===== config.mk =====
export PLATFORM = sky130hd
export DESIGN_NAME = demux_tdm1_4
export DESIGN_NICKNAME = d
export VERILOG_FILES = /design/src/rtl/demux_tdm1_4_pkg.sv /design/src/rtl/demux_tdm1_4_decod.sv /design/src/rtl/demux_tdm1_4.sv
export SDC_FILE = /design/constraint.sdc
export NUM_CORES = 1
export LEC_CHECK = 0
export ABC_AREA = 0
export CORE_AREA = 2 2 43 45
export CTS_BUF_LIST = sky130_fd_sc_hd__clkbuf_4 sky130_fd_sc_hd__clkbuf_8 sky130_fd_sc_hd__clkbuf_16
export CTS_CLUSTER_DIAMETER = 150
export DETAILED_ROUTE_END_ITERATION = 7
export DIE_AREA = 0 0 45 47
export GPL_TIMING_DRIVEN = 0
export PLACE_DENSITY_LB_ADDON = 0.15
export SLEW_MARGIN = 15
export SYNTH_ARGS = -nofsm -noshare
export SYNTH_HDL_FRONTEND = slang
export SYNTH_SLANG_ARGS = --single-unit

===== constraint.sdc =====
create_clock -name clk -period 1.2 [get_ports clk]
set_clock_uncertainty 0.1 [all_clocks]
set_input_delay 0.18 -clock clk [delete_from_list [all_inputs] [get_ports clk]]
set_output_delay 0.18 -clock clk [all_outputs]
set_load 0.005 [all_outputs]

===== src/rtl/demux_tdm1_4_pkg.sv =====
// Shared definitions for the 1-to-4 TDM demultiplexer.
// Optional feature macro: DEMUX_ERRO_EN (enables the erro_sinc sync-loss port).
package demux_tdm1_4_pkg;

  // Receiver FSM states: waiting for frame sync, or receiving slots.
  typedef enum logic {
    ESPERA = 1'b0,
    RECEBE = 1'b1
  } estado_t;

  // Number of slots per frame and the width of a slot index.
  localparam int N_SLOTS = 4;
  localparam int SLOT_W  = 2;

  typedef logic [SLOT_W-1:0] slot_t;

endpackage


===== src/rtl/demux_tdm1_4_decod.sv =====
// decod2_4: combinational 2-to-4 one-hot decoder with enable.
// Turns the current slot index into per-slot buffer write strobes.
// Optional feature macro: DEMUX_ERRO_EN (not used in this file).
module decod2_4
  import demux_tdm1_4_pkg::*;
(
  input  logic               en,
  input  slot_t              idx,
  output logic [N_SLOTS-1:0] y
);

  // One-hot strobe for the selected slot, all zero when disabled.
  always_comb begin
    // NOTE: every output of a combinational block gets a default first, so no path leaves it unassigned and no latch is inferred.
    y = '0;
    if (en) begin
      y[idx] = 1'b1;
    end
  end

endmodule


===== src/rtl/demux_tdm1_4.sv =====
// demux_tdm1_4: rebuilds four parallel channels from a TDM slot stream.
// Slot 0 is marked by sinc. A completed frame loads s0..s3 together with a
// one-cycle valido strobe. Sync arriving mid-frame discards the partial
// frame and restarts at slot 0.
// Optional feature macro: DEMUX_ERRO_EN adds the registered erro_sinc pulse.
module demux_tdm1_4
  import demux_tdm1_4_pkg::*;
#(
  parameter int LARGURA = 1
) (
  input  logic               clk,
  input  logic               reset,
  input  logic               enable,
  input  logic [LARGURA-1:0] entrada,
  input  logic               sinc,
  output logic [LARGURA-1:0] s0,
  output logic [LARGURA-1:0] s1,
  output logic [LARGURA-1:0] s2,
  output logic [LARGURA-1:0] s3,
  output slot_t              sel,
  output logic               valido
`ifdef DEMUX_ERRO_EN
  ,
  output logic               erro_sinc
`endif
);

  estado_t            state_q, state_d;
  slot_t              cnt_q, cnt_d;
  logic [LARGURA-1:0] buf_q [N_SLOTS-1];
  logic [LARGURA-1:0] buf_d [N_SLOTS-1];
  logic [LARGURA-1:0] s_q   [N_SLOTS];
  logic [LARGURA-1:0] s_d   [N_SLOTS];
  logic               valido_q, valido_d;
`ifdef DEMUX_ERRO_EN
  logic               erro_q, erro_d;
`endif

  slot_t              slot_idx;
  logic               wr_active;
  logic [N_SLOTS-1:0] wr_stb;
  logic               frame_done;

  // Slot being written this cycle: a sync pulse always forces slot 0.
  always_comb begin
    slot_idx   = sinc ? '0 : cnt_q;
    wr_active  = enable && ((state_q == RECEBE) || sinc);
    frame_done = wr_stb[N_SLOTS-1];
    sel        = (state_q == RECEBE) ? slot_idx : '0;
  end

  decod2_4 u_decod (
    .en  (wr_active),
    .idx (slot_idx),
    .y   (wr_stb)
  );

  // Next-state logic: disable beats sync loss, which beats normal capture.
  always_comb begin
    state_d  = state_q;
    cnt_d    = cnt_q;
    buf_d    = buf_q;
    s_d      = s_q;
    valido_d = 1'b0;
    if (!enable) begin
      state_d = ESPERA;
      cnt_d   = '0;
      for (int i = 0; i < N_SLOTS; i++) s_d[i] = '0;
    end else if (wr_active) begin
      state_d = RECEBE;
      cnt_d   = slot_idx + slot_t'(1);
      for (int i = 0; i < N_SLOTS - 1; i++) begin
        if (wr_stb[i]) buf_d[i] = entrada;
      end
      // The last slot goes straight to s3; slots 0..2 come from the buffer.
      if (frame_done) begin
        for (int i = 0; i < N_SLOTS - 1; i++) s_d[i] = buf_q[i];
        s_d[N_SLOTS-1] = entrada;
        valido_d       = 1'b1;
      end
    end
`ifdef DEMUX_ERRO_EN
    erro_d = enable && (state_q == RECEBE) && sinc && (cnt_q != '0);
`endif
  end

  // State, counter, capture buffer and output bank with synchronous reset.
  always_ff @(posedge clk) begin
    if (reset) begin
      state_q  <= ESPERA;
      cnt_q    <= '0;
      // NOTE: the capture buffer is a handful of flops, not a RAM, so it is reset along with everything else.
      for (int i = 0; i < N_SLOTS - 1; i++) buf_q[i] <= '0;
      for (int i = 0; i < N_SLOTS; i++) s_q[i] <= '0;
      valido_q <= 1'b0;
`ifdef DEMUX_ERRO_EN
      erro_q   <= 1'b0;
`endif
    end else begin
      // NOTE: sequential state uses non-blocking assignments so every flop samples pre-edge values.
      state_q  <= state_d;
      cnt_q    <= cnt_d;
      buf_q    <= buf_d;
      s_q      <= s_d;
      valido_q <= valido_d;
`ifdef DEMUX_ERRO_EN
      erro_q   <= erro_d;
`endif
    end
  end

  assign s0     = s_q[0];
  assign s1     = s_q[1];
  assign s2     = s_q[2];
  assign s3     = s_q[3];
  assign valido = valido_q;
`ifdef DEMUX_ERRO_EN
  assign erro_sinc = erro_q;
`endif

endmodule


## Yosys cells after proc, flatten, opt, wreduce, memory -nomap -nowiden

Cells that the tools add are included.

| word-level totals | value |
|---|---|
| register bits after elaboration | 11 |
| bits of input ports | 5 |
| word-level logic and storage cells | 30 |

| cells by class | value |
|---|---|
| add/subtract/negate cells | 1 |
| magnitude comparators | 2 |
| multiplexer cells | 6 |
| bitwise gates (word level) | 2 |
| reduce and logical (&&, ||, !) cells | 9 |

Operators by type and width:

| kind | count |
|---|---|
| $reduce_and A3 Y1 | 3 |
| $mux W2 | 2 |
| $mux W4 | 1 |
| $lt A2 B3 Y1 const B | 1 |
| $reduce_or A3 Y1 | 1 |
| $add A2 B1 Y2 const B | 1 |
| $demux W1 S2 | 1 |
| $ge A2 B1 Y1 const B | 1 |
| $logic_and A1 B1 Y1 | 2 |
| $mux W1 | 2 |
| $not A1 Y1 | 2 |
| $reduce_and A2 Y1 | 1 |
| $reduce_or A2 Y1 | 1 |
| $logic_or A1 B1 Y1 | 1 |

## Depth between registers and ports, before layout

| depth | value |
|---|---|
| depth in word-level cells | 7 |
| gate-level depth with buffers | 4 |
| depth with buffers taken out | 3 |

## Modules after synthesis

A second synthesis with hierarchy kept.

| second synthesis, totals | value |
|---|---|
| cell total of the unflattened synthesis | 57 |
| area total of the unflattened synthesis | 596.8 µm² |

Modules (own cells, without submodules):

| module | times used | cells each | area each (µm²) | seq. area each (µm²) |
|---|---|---|---|---|
| demux_tdm1_4 | 1 | 53 | 559.3 | 220.2 |
| decod2_4 | 1 | 4 | 37.5 | 0.0 |

## Least setup slack after synthesis

No wires, ideal clock.

| timing | value |
|---|---|
| kind | reg2reg |
| start point | reg state_q |
| end point | reg s_q, in the netlist s0 |
| library setup time | 0.118 ns |
| arrival | 0.843 ns |
| required time | 0.982 ns |
| setup slack | 0.139 ns |
| cell stages (with the launch flop) | 4 |
| period minus slack after synthesis | 1.061 ns |
| cells stage by stage | dfxtp_1 -> and4b_4 -> nand2_4 -> mux2i_1 |

| on the way | value |
|---|---|
| cells in the longest elaborated chain, start to end | 4 |

Ends and longest elaborated chain:

| item | line | text |
|---|---|---|
| start, declared | demux_tdm1_4.sv:28 | `estado_t state_q, state_d;` |
| start signal, assigned | demux_tdm1_4.sv:101 | `state_q <= state_d;` |
| $logic_or A1 B1 Y1 * | demux_tdm1_4.sv:47 | `wr_active = enable && ((state_q == RECEBE) \|\| sinc);` |
| $logic_and A1 B1 Y1 * | demux_tdm1_4.sv:47 |  |
| $mux W4 | demux_tdm1_4_decod.sv:16 | `if (en) begin` |
| $reduce_and A2 Y1 (no line) * | -- |  |
| end signal, assigned | demux_tdm1_4.sv:104 | `s_q <= s_d;` |
| end, declared | demux_tdm1_4.sv:32 | `logic [LARGURA-1:0] s_q [N_SLOTS];` |

Mark *: on every way between the ends. The rest lies on a longest branch, timed or not.
A chain may end at the register's enable or synchronous reset.

## Worst setup path after layout

| timing | value |
|---|---|
| start point | reg state_q |
| end point | out sel[1] |

| on the way | value |
|---|---|
| cells in the longest elaborated chain, start to end | 1 |

Ends and longest elaborated chain:

| item | line | text |
|---|---|---|
| $mux W2 | demux_tdm1_4.sv:49 | `sel = (state_q == RECEBE) ? slot_idx : '0;` |
| end, declared | demux_tdm1_4.sv:20 | `output slot_t sel,` |

Every way passes these cells.

==> results.json <==
{
  "rsz0062_at_grt": "true",
  "path_max_fanout": 3,
  "power_switching_mw": 0.1632,
  "io_pins": 12,
  "final_cells": 86,
  "ant_nets": 0,
  "timing.final.ws_setup_ns": -0.1678,
  "r2r-start": "state_q",
  "ff2ff_path_depth": 5,
  "cts_tree": "built",
  "synth-seq-area-share": 0.4501,
  "overflow": 0,
  "die_w_um": 45,
  "grt_pass1_wl_um": 1607,
  "pwr-share-comb": 0.089,
  "finalHoldViolations": 0,
  "reg2reg_slack_ns": -0.09,
  "ys_types": 21,
  "slew_headroom": 0.8217,
  "crit_path_cell_trace": "and2b_2, and2_1, buf_2",
  "synth_area_per_cell_um2": 9.984,
  "critPathKind": "flop to primary output",
  "grt_antenna_before_repair": 0,
  "wirelength_um": 1102,
  "place_area_um2": 620.6,
  "cts.sinks": 11,
  "p_total_mw": 0.7217,
  "vias": 410,
  "cts.hold.buffers_added": 0,
  "startpoint_type": "flop",
  "switching_share": 0.2261,
  "regArea_um2": 226.5,
  "cellInternalPower_mw": 0.5585,
  "crit_path_end_kind": "primary output",
  "worstMarginPinSlew_ns": 0.2671,
  "cp-startpoint": "state_q",
  "clockPowerShare": 0.391,
  "maxCapViolCount": 0,
  "synth-seq-cells": 11,
  "pwr_density_cell_nw_per_um2": 1024,
  "finalCritPeriodShare": 1.140,
  "final_cell_area_um2": 704.4,
  "die_h_um": 47,
  "violations": "negative setup slack",
  "first_pass_iters": 2,
  "n_antenna_cell": 0,
  "cpLargestDelayFamily": "flip-flops",
  "cts_buffer_depth": 2,
  "slew_violations": 0,
  "die-area_um2": 2115,
  "synth_edf_count": 0,
  "leakagePower_nw": 0.3444,
  "ys.flop_type": "dfxtp_1",
  "r2r-end": "s0",
  "grt_max_degree": 11,
  "cp_slowest_cell": "dfxtp_4",
  "drive_gt1_frac": 0.3333,
  "cts_max_level": 1,
  "avgRoutedWirePerCell_um": 12.81,
  "grt_pass1_vias": 359,
  "min_from": "sinc",
  "critPathArrivalTime_ns": 1.09,
  "synth_nets": 54,
  "async_reset_ff_frac": 0,
  "clock.fmax_ghz": 0.7311,
  "nNetsFinal": 75,
  "cts.clk_slew.worst_paths_ns": 0.08,
  "drt_iter0_drc": 2,
  "core_um2": 1652,
  "fillers": 189,
  "cpPeakStageDelay_ns": 0.35,
  "cts_buffers": 3,
  "dpl.hpwl_um": 661,
  "syn_area_um2": 489.2,
  "critPathBufInv": 1,
  "vias_per_cell": 4.767,
  "initial_utilization": 0.2962,
  "netlist_instances": 49,
  "track_usage": 0.1104,
  "hold_path.class": "input pin to flop",
  "syn_to_final_growth_pct": 43.99,
  "whs_path_depth": 2,
  "dp_cells": 77,
  "peakVddDrop_uv": 565.7,
  "yosys_warnings": 0,
  "rows": 15,
  "place_congestion": 0.6665,
  "cp.required_ns": 0.92,
  "io_buffers": 11,
  "root_buffer": "clkbuf_4",
  "finalSetupTns_ns": -0.8244,
  "fin_crit_ns": 1.368,
  "setup_violations": 10,
  "insertion_delay_ns": 0.27,
  "status": "complete, but fails checks",
  "sequentialPowerShare": 0.519,
  "min_to": "cnt_q[1]",
  "route.detailed.drc": 0,
  "multi_input_comb_area_um2": 271.5
}
[layer usage]
layer	track usage	wire, um	vias to the layer above
li1	-	-	206
met1	0.1372	475	194
met2	0.1571	561	8
met3	0.05769	54	2
met4	0.05294	10	0
met5	0	0	-
[timing repair]
| item | 4_1_cts | 5_1_grt |
|---|---|---|
| setup endpoints to repair | 11 | 9 |
| gates resized for setup | 18 | 8 |
| pin swaps | 0 | 2 |
| buffers inserted | 2 | 3 |
[layout by cell type, fill, tap and decap left out, drive strengths merged]
cell | Yosys | routed
and4b | 1 | 1
buf | 1 | 8
dfxtp | 11 | 11
o21a | 2 | 2
nand2b | 3 | 3
dlygate4sd2 | 0 | 6
nand3 | 1 | 1
a21bo | 1 | 1
nand2 | 10 | 10
nor3b | 2 | 2
clkdlybuf4s50 | 0 | 3
nand4b | 1 | 1
nor2b | 1 | 1
o21ai | 1 | 1
mux2i | 6 | 6
and3 | 1 | 1
clkbuf | 0 | 4
a21oi | 1 | 1
and2 | 2 | 2
xnor2 | 1 | 1
xor2 | 1 | 1
inv | 1 | 1
and2b | 1 | 1
[cells by family after synthesis]
family	share of synthesized area
XOR/XNOR	0.03581
AND/OR/NAND/NOR	0.2890
multiplexers	0.1228
AO/OA/AOI/OAI	0.07158
buffers and inverters	0.03068
flip-flops	0.4501
[Yosys cell counts (2+ instances only)]
cell	count	area, um^2
dfxtp_1	11	220.2
nand2_1	9	33.78
mux2i_1	6	60.06
nand2b_1	3	18.77
and2_1	2	12.51
nor3b_1	2	15.01
o21a_1	2	15.01
[through the flow]
| step | util | worst slack [ns] | hold slack, ns |
|---|---|---|---|
| final | 0.4265 | -0.1678 | 0.2562 |
| after detailed placement | 0.3758 | -0.6662 | 0.3505 |
| after global routing | 0.4265 | -0.2107 | 0.2785 |
| after CTS | 0.3955 | -0.1700 | 0.2192 |
| after floorplan | - | 0.1387 | 0.1491 |
| after global placement | 0.3758 | -0.6762 | 0.3482 |
[how the worst max path moves through the flow]
stage	endpoint	slack, ns	cells past startpoint
floorplan	s0	0.14	3
finish	sel[1]	-0.17	3
detailed placement	sel[0]	-0.67	4
global route	sel[1]	-0.21	3
global placement	sel[0]	-0.68	4
CTS	sel[0]	-0.17	3
[area by class of cell]
class,instances,area share
clock buffer,4,0.04263
multi-input combinational,36,0.3854
tap,17,0.03020
buffer,1,0.01599
timing repair buffer,16,0.1989
sequential,11,0.3215
inverter,1,0.005329
[flip-flops by register name, summed over array words and instances (netlist names)]
signal and flops:
buf_q 3, cnt_q 2, s0 1, s1 1, s2 1, s3 1
state_q 1, valido 1
[power groups by stage]
stage	registers (mW)	clock network, mW	logic, mW
after floorplan	0.384	0	0.0258
after global placement	0.386	0	0.0494
after detailed placement	0.385	0	0.0488
after CTS	0.374	0.297	0.0535
after global routing	0.376	0.321	0.0701
final	0.375	0.282	0.0643
No activity file was read; power rests on OpenSTA's default activity.
